<file path="src/rtl/cpu_run_monitor_if.sv">
// Register-dump stream leaving cpu_run_monitor: one register index and value
// per valid/ready beat.
interface cpu_run_monitor_if #(
    parameter int DW     = 32,
    parameter int RSEL_W = 5
);
    logic              dump_valid;
    logic              dump_ready;
    logic [RSEL_W-1:0] dump_idx;
    logic [DW-1:0]     dump_data;

    modport master (output dump_valid, dump_idx, dump_data, input dump_ready);
    modport slave  (input dump_valid, dump_idx, dump_data, output dump_ready);
endinterface

</file>
<file path="src/rtl/cpu_run_monitor.sv">
// Run-control monitor for sccomp: runs the CPU until a stop PC, timeout or
// abort, then streams the whole register file out over the dump interface.
module cpu_run_monitor #(
    parameter int AW         = 32,
    parameter int DW         = 32,
    parameter int NREGS      = 32,
    parameter int RSEL_W     = 5,
    parameter int NBP        = 2,
    parameter int MAX_CYCLES = 1000
) (
    input  logic                  clk,
    input  logic                  rstn,
    input  logic                  start,
    input  logic                  abort,
    input  logic [AW-1:0]         pc,
    input  logic [DW-1:0]         instr,
    input  logic                  pc_valid,
    input  logic [NBP*AW-1:0]     stop_pc,
    input  logic [NBP-1:0]        stop_en,
    output logic                  cpu_run,
    output logic [RSEL_W-1:0]     reg_sel,
    input  logic [DW-1:0]         reg_data,
    cpu_run_monitor_if.master     dump,
    output logic [31:0]           cycle_count,
    output logic [1:0]            halt_cause,
    output logic                  done
);
    typedef enum logic [2:0] {IDLE, RUN, DUMP, DRAIN, DONE} state_t;

    localparam logic [RSEL_W-1:0] LAST_IDX  = RSEL_W'(NREGS - 1);
    localparam logic [32:0]       MAX_COUNT = 33'(MAX_CYCLES);

    state_t      state;
    logic        stop_hit;
    logic [1:0]  halt_req;
    logic [31:0] count_next;
    logic        unused_instr;

    // instr is carried only so a bench can watch the retiring instruction
    assign unused_instr = ^instr;

    always_comb begin
        stop_hit = 1'b0;
        for (int k = 0; k < NBP; k++) begin
            if (stop_en[k] && (pc == stop_pc[k*AW +: AW])) begin
                stop_hit = 1'b1;
            end
        end
    end

    assign count_next = (&cycle_count) ? cycle_count : cycle_count + 32'd1;

    // Stop PC outranks timeout, which outranks abort; the halting retire is counted
    always_comb begin
        halt_req = 2'd0;
        if (pc_valid && stop_hit) begin
            halt_req = 2'd1;
        end else if (pc_valid && (({1'b0, cycle_count} + 33'd1) == MAX_COUNT)) begin
            halt_req = 2'd2;
        end else if (abort) begin
            halt_req = 2'd3;
        end
    end

    always_ff @(posedge clk or negedge rstn) begin
        if (!rstn) begin
            state           <= IDLE;
            cpu_run         <= 1'b0;
            reg_sel         <= '0;
            dump.dump_valid <= 1'b0;
            dump.dump_idx   <= '0;
            dump.dump_data  <= '0;
            cycle_count     <= '0;
            halt_cause      <= 2'd0;
            done            <= 1'b0;
        end else begin
            case (state)
                IDLE, DONE: begin
                    if (start) begin
                        state       <= RUN;
                        cpu_run     <= 1'b1;
                        cycle_count <= '0;
                        halt_cause  <= 2'd0;
                        done        <= 1'b0;
                        reg_sel     <= '0;
                    end
                end
                RUN: begin
                    if (pc_valid) begin
                        cycle_count <= count_next;
                    end
                    if (halt_req != 2'd0) begin
                        cpu_run    <= 1'b0;
                        halt_cause <= halt_req;
                        reg_sel    <= '0;
                        state      <= DUMP;
                    end
                end
                DUMP: begin
                    // Register 0 is hardwired zero in the CPU, so report it as such
                    if (!dump.dump_valid || dump.dump_ready) begin
                        dump.dump_data  <= (reg_sel == '0) ? {DW{1'b0}} : reg_data;
                        dump.dump_idx   <= reg_sel;
                        dump.dump_valid <= 1'b1;
                        if (reg_sel == LAST_IDX) begin
                            state <= DRAIN;
                        end else begin
                            reg_sel <= reg_sel + 1'b1;
                        end
                    end
                end
                DRAIN: begin
                    if (dump.dump_ready) begin
                        dump.dump_valid <= 1'b0;
                        done            <= 1'b1;
                        state           <= DONE;
                    end
                end
                default: state <= IDLE;
            endcase
        end
    end
endmodule
</file>
<file path="src/flat_wrapper.sv">
// flat-port wrapper written by rule: the top's interface ports become plain ports
module cpu_run_monitor_flat 
#(
    parameter int AW         = 32,
    parameter int DW         = 32,
    parameter int NREGS      = 32,
    parameter int RSEL_W     = 5,
    parameter int NBP        = 2,
    parameter int MAX_CYCLES = 1000
)
  (clk, rstn, start, abort, pc, instr, pc_valid, stop_pc, stop_en, cpu_run, reg_sel, reg_data, cycle_count, halt_cause, done, dump_dump_valid, dump_dump_idx, dump_dump_data, dump_dump_ready);
  cpu_run_monitor_if #(.DW(DW), .RSEL_W(RSEL_W)) dump_i ();
  input  logic clk;
  input  logic rstn;
  input  logic start;
  input  logic abort;
  input  logic [AW-1:0] pc;
  input  logic [DW-1:0] instr;
  input  logic pc_valid;
  input  logic [NBP*AW-1:0] stop_pc;
  input  logic [NBP-1:0] stop_en;
  output logic cpu_run;
  output logic [RSEL_W-1:0] reg_sel;
  input  logic [DW-1:0] reg_data;
  output logic [31:0] cycle_count;
  output logic [1:0] halt_cause;
  output logic done;
  output wire logic [$bits(dump_i.dump_valid)-1:0] dump_dump_valid;
  output wire logic [$bits(dump_i.dump_idx)-1:0] dump_dump_idx;
  output wire logic [$bits(dump_i.dump_data)-1:0] dump_dump_data;
  input wire logic [$bits(dump_i.dump_ready)-1:0] dump_dump_ready;
  assign dump_dump_valid = dump_i.dump_valid;
  assign dump_dump_idx = dump_i.dump_idx;
  assign dump_dump_data = dump_i.dump_data;
  assign dump_i.dump_ready = dump_dump_ready;
  cpu_run_monitor #(.AW(AW), .DW(DW), .NREGS(NREGS), .RSEL_W(RSEL_W), .NBP(NBP), .MAX_CYCLES(MAX_CYCLES)) u_core (.clk(clk), .rstn(rstn), .start(start), .abort(abort), .pc(pc), .instr(instr), .pc_valid(pc_valid), .stop_pc(stop_pc), .stop_en(stop_en), .cpu_run(cpu_run), .reg_sel(reg_sel), .reg_data(reg_data), .dump(dump_i), .cycle_count(cycle_count), .halt_cause(halt_cause), .done(done));
endmodule
</file>
<file path="config.mk">
export PLATFORM = sky130hd
export DESIGN_NAME = cpu_run_monitor_flat
export DESIGN_NICKNAME = d
export VERILOG_FILES = /design/src/rtl/cpu_run_monitor_if.sv /design/src/rtl/cpu_run_monitor.sv /design/src/flat_wrapper.sv
export SDC_FILE = /design/constraint.sdc
export NUM_CORES = 1
export LEC_CHECK = 0
export ABC_AREA = 1
export CORE_MARGIN = 3
export CORE_UTILIZATION = 39
export DETAILED_ROUTE_END_ITERATION = 10
export PLACE_DENSITY = 0.75
export SKIP_CTS_REPAIR_TIMING = 1
export SLEW_MARGIN = 20
export SYNTH_ARGS = -nofsm -noshare
export SYNTH_HDL_FRONTEND = slang
export SYNTH_SLANG_ARGS = --single-unit
</file>
<file path="constraint.sdc">
create_clock -name clk -period 2.2 [get_ports clk]
set_input_delay 0.44 -clock clk [delete_from_list [all_inputs] [get_ports clk]]
set_output_delay 0.44 -clock clk [all_outputs]
set_load 0.02 [all_outputs]
</file>
==> flow_metrics.py <==
metrics = {
    "worst_setup_path": {
        "path_class": "flip-flop to flip-flop",
        "crit_fanout": 5,
        "cp.arrival_ns": 2.51,
        "path_cells": "ha_2, nand2_2, nor2_4, nand3_2, inv_1, nand2_1, nand2_1, nand2_1, nor2_1, nand2_1, nor2_2, nand3_4, nand3_4, nand3_4, nand2_1, nand2_1",
        "rr_endpoint": "u_core.reg_sel[2]",
        "critPathMostFrequentCell": "nand2_1",
        "cp.required_ns": 2.43,
        "startpoint_type": "flip-flop",
        "r2r_slack_ns": -0.08,
        "reg2reg_from": "u_core.cycle_count[1]",
        "cpMaxStageDelayCell": "dfrtp_1",
        "critical-path-max-stage-delay_ns": 0.35,
        "setup.worst_path.end_class": "flip-flop",
        "ff2ff_path_depth": 16,
    },
    "worst_hold_path": {
        "hp-class": "primary input to async pin",
    },
    "global_routing": {
        "grt_max_degree": 55,
        "gr-total-overflow": 0,
        "grt_usage": 0.215,
        "grt_pass1_wl_mm": 28.4,
        "antenna_found_initial": 0,
        "grt_pass1_vias": 5746,
    },
    "die": {
        "start_util": 0.399,
        "ioPinCount": 247,
        "die_h_um": 128,
        "core_mm2": 0.0146,
        "die-area_mm2": 0.0164,
        "fp.dieW_um": 128,
        "rows": 44,
    },
    "sta": {
        "fin_crit_sh": 1.04,
        "slew_violations": 0,
        "max_slew.worst_pin.slew_ns": 0.366,
        "slew_headroom": 0.755,
        "hold_violations": 0,
        "holdWs_ns": 0.479,
        "skew_ns": 0.00430,
        "finalWorstSetupSlack_ns": -0.0838,
        "rsz0062_at_grt": "yes",
        "period_needed_ns": 2.28,
        "clock.fmax_mhz": 438,
        "setup_viol": 11,
    },
    "placement": {
        "io_buffer_count": 214,
        "place.gp.congestion": 0.951,
        "place_inst": 1308,
        "hpwl_mm": 14.5,
    },
    "synth": {
        "synth_area_mm2": 0.00582,
        "syn_inst": 900,
        "synth_area_leaders": "dfrtp_1 35%, nand2_1 20%, inv_1 10%, nor2_1 6.6%, nand3_1 4.7%",
        "synth_top_cells_by_count": "305 x nand2_1, 159 x inv_1, 102 x nor2_1",
        "synth.ff_latch_count": 82,
        "synth_ff_type": "dfrtp_1",
        "syn-num-nets": 1073,
        "synth_compound_area_frac": 0.0925,
        "ys_seq_area_frac": 0.353,
        "synthArstFlopShare": 1.00,
        "synth_top_cell_by_area": "dfrtp_1",
        "syn_avg_cell_area_um2": 6.47,
        "synth.area.mux_share": 0.00387,
        "synth-edff-count": 0,
        "synth_top_family_by_area": "simple AND/OR/NAND/NOR gates",
        "synth-simple-area-share": 0.395,
        "synthXorXnorAreaFrac": 0.0286,
        "synthAdderAreaFrac": 0.0108,
        "ys_types": 38,
        "synth_warnings": 0,
        "synth_top_cell_area_share": 0.353,
        "post-synth-top-count-cell": "nand2_1",
    },
    "layout": {
        "layout-drive-gt1-share": 0.0991,
        "area_growth_pct": 51.6,
        "final_cells": 1334,
        "antenna_cells": 0,
        "seqCellArea_mm2": 0.00205,
        "fillers": 1324,
        "nets": 1318,
        "multi_input_area_mm2": 0.00317,
    },
    "clocking": {
        "clock_sinks": 82,
        "clk-insertion-delay-late_ns": 0.34,
        "path_clk_slew_ns": 0.06,
        "numCtsBuffers": 9,
        "clockBufferDepth": 2,
        "cts_tree": "built",
        "clockRootBuffer": "clkbuf_16",
        "h-tree-depth": 3,
    },
    "routing": {
        "initialDrtViolationCount": 554,
        "wl_mm": 18.2,
        "vias": 6380,
        "ant_nets": 0,
        "via_per_inst": 4.78,
        "routedWlPerCell_um": 13.7,
        "route.detailed.drc": 0,
        "drt_pre_antenna_iters": 5,
    },
    "pwr": {
        "totalPowerFinal_w": 0.00673,
        "powerDensity_mw_per_mm2": 764,
        "p_leak_nw": 4.25,
        "ir_worst_vdd_mv": 0.600,
    },
    "run_status": {
        "outcome": "complete, but fails checks",
        "violations": "setup timing",
    },
    "flow_run": {
        "drv_cap": 0,
    },
}
state kept, by name, summed over array words and instances, names as in the netlist, 2 cells and up:
name,cells
u_core.cycle_count,32
u_core.dump.dump_data,32
u_core.dump.dump_idx,5
u_core.halt_cause,2
u_core.reg_sel,5
u_core.state,3
metrics by stage:
stage          cell area, um2  setup slack (ns)  setup TNS, ns  utilization
4_1_cts                  8680           -0.0664         -0.510        0.595
3_3_place_gp             8390            -0.202          -2.10        0.575
2_1_floorplan            5820            0.0130              0            -
5_1_grt                  8820            -0.288          -2.87        0.605
6_report                 8820           -0.0838         -0.610        0.605
3_5_place_dp             8390            -0.241          -2.45        0.575
layout by cell type (no fill, tap or decap), drive strengths merged:
cell / synthesis / layout
a21boi: 1 / 1
a21oi: 3 / 3
and2: 1 / 1
buf: 4 / 39
clkbuf: 16 / 10
clkdlybuf4s50: 0 / 213
clkinv: 1 / 4
clkinvlp: 0 / 2
dfrtp: 82 / 82
dlygate4sd3: 0 / 1
ha: 5 / 5
inv: 160 / 161
mux2: 2 / 2
nand2: 318 / 318
nand3: 62 / 63
nand3b: 2 / 2
nand4: 17 / 17
nor2: 115 / 115
nor2b: 1 / 1
nor3: 5 / 5
nor3b: 2 / 2
o21a: 1 / 1
o21ai: 45 / 45
o22ai: 3 / 3
o31ai: 32 / 32
o32ai: 1 / 1
or2: 2 / 2
xnor2: 9 / 9
xor2: 10 / 10
cells by family after synthesis:
| group | after synthesis |
|---|---|
| buffers and inverters | 181 |
| flip-flops | 82 |
| multiplexers | 2 |
| adder cells (fa/ha/maj) | 5 |
| XOR/XNOR | 19 |
| AO/OA/AOI/OAI | 86 |
| AND/OR/NAND/NOR | 525 |
metal layers:
| layer | vias to the layer above | part of all wire | GRT usage |
|---|---|---|---|
| li1 | 3289 | - | - |
| met1 | 2858 | 0.44 | 0.285 |
| met2 | 209 | 0.49 | 0.364 |
| met3 | 24 | 0.058 | 0.0450 |
| met4 | 0 | 0.012 | 0.0468 |
| met5 | - | 0 | 0 |
critical path: cells and delay by family, from the launching register on:
family / cells / cell delay, ns
fa+ha+maj: 1 / 0.21
simple gates: 14 / 1.49
buf+inv: 1 / 0.11
flops: 1 / 0.35
power breakdown:
part	switching [W]	internal, W	total, W
clock	0.000655	0.000779	0.00143
sequential	0.000238	0.00185	0.00209
combinational	0.00183	0.00138	0.00321
area by class of cell:
| cell class | instances | share of cell area |
|---|---|---|
| clock buffer | 10 | 0.0260 |
| sequential | 82 | 0.233 |
| clock inverter | 6 | 0.00596 |
| inverter | 161 | 0.0687 |
| tap | 184 | 0.0261 |
| timing repair buffer | 253 | 0.281 |
| multi-input combinational | 638 | 0.359 |
worst max-delay path by stage:
stage                               start              endpoint  depth (start not counted)
finish              u_core.cycle_count[1]     u_core.reg_sel[2]                         16
global route        u_core.cycle_count[1]     u_core.reg_sel[3]                         16
CTS                 u_core.cycle_count[0]     u_core.reg_sel[4]                         14
detailed placement                 pc[27]  u_core.halt_cause[0]                         14
global placement                   pc[27]  u_core.halt_cause[0]                         14
floorplan           u_core.cycle_count[0]     u_core.reg_sel[2]                         16
(Power assumes the default switching activity.)
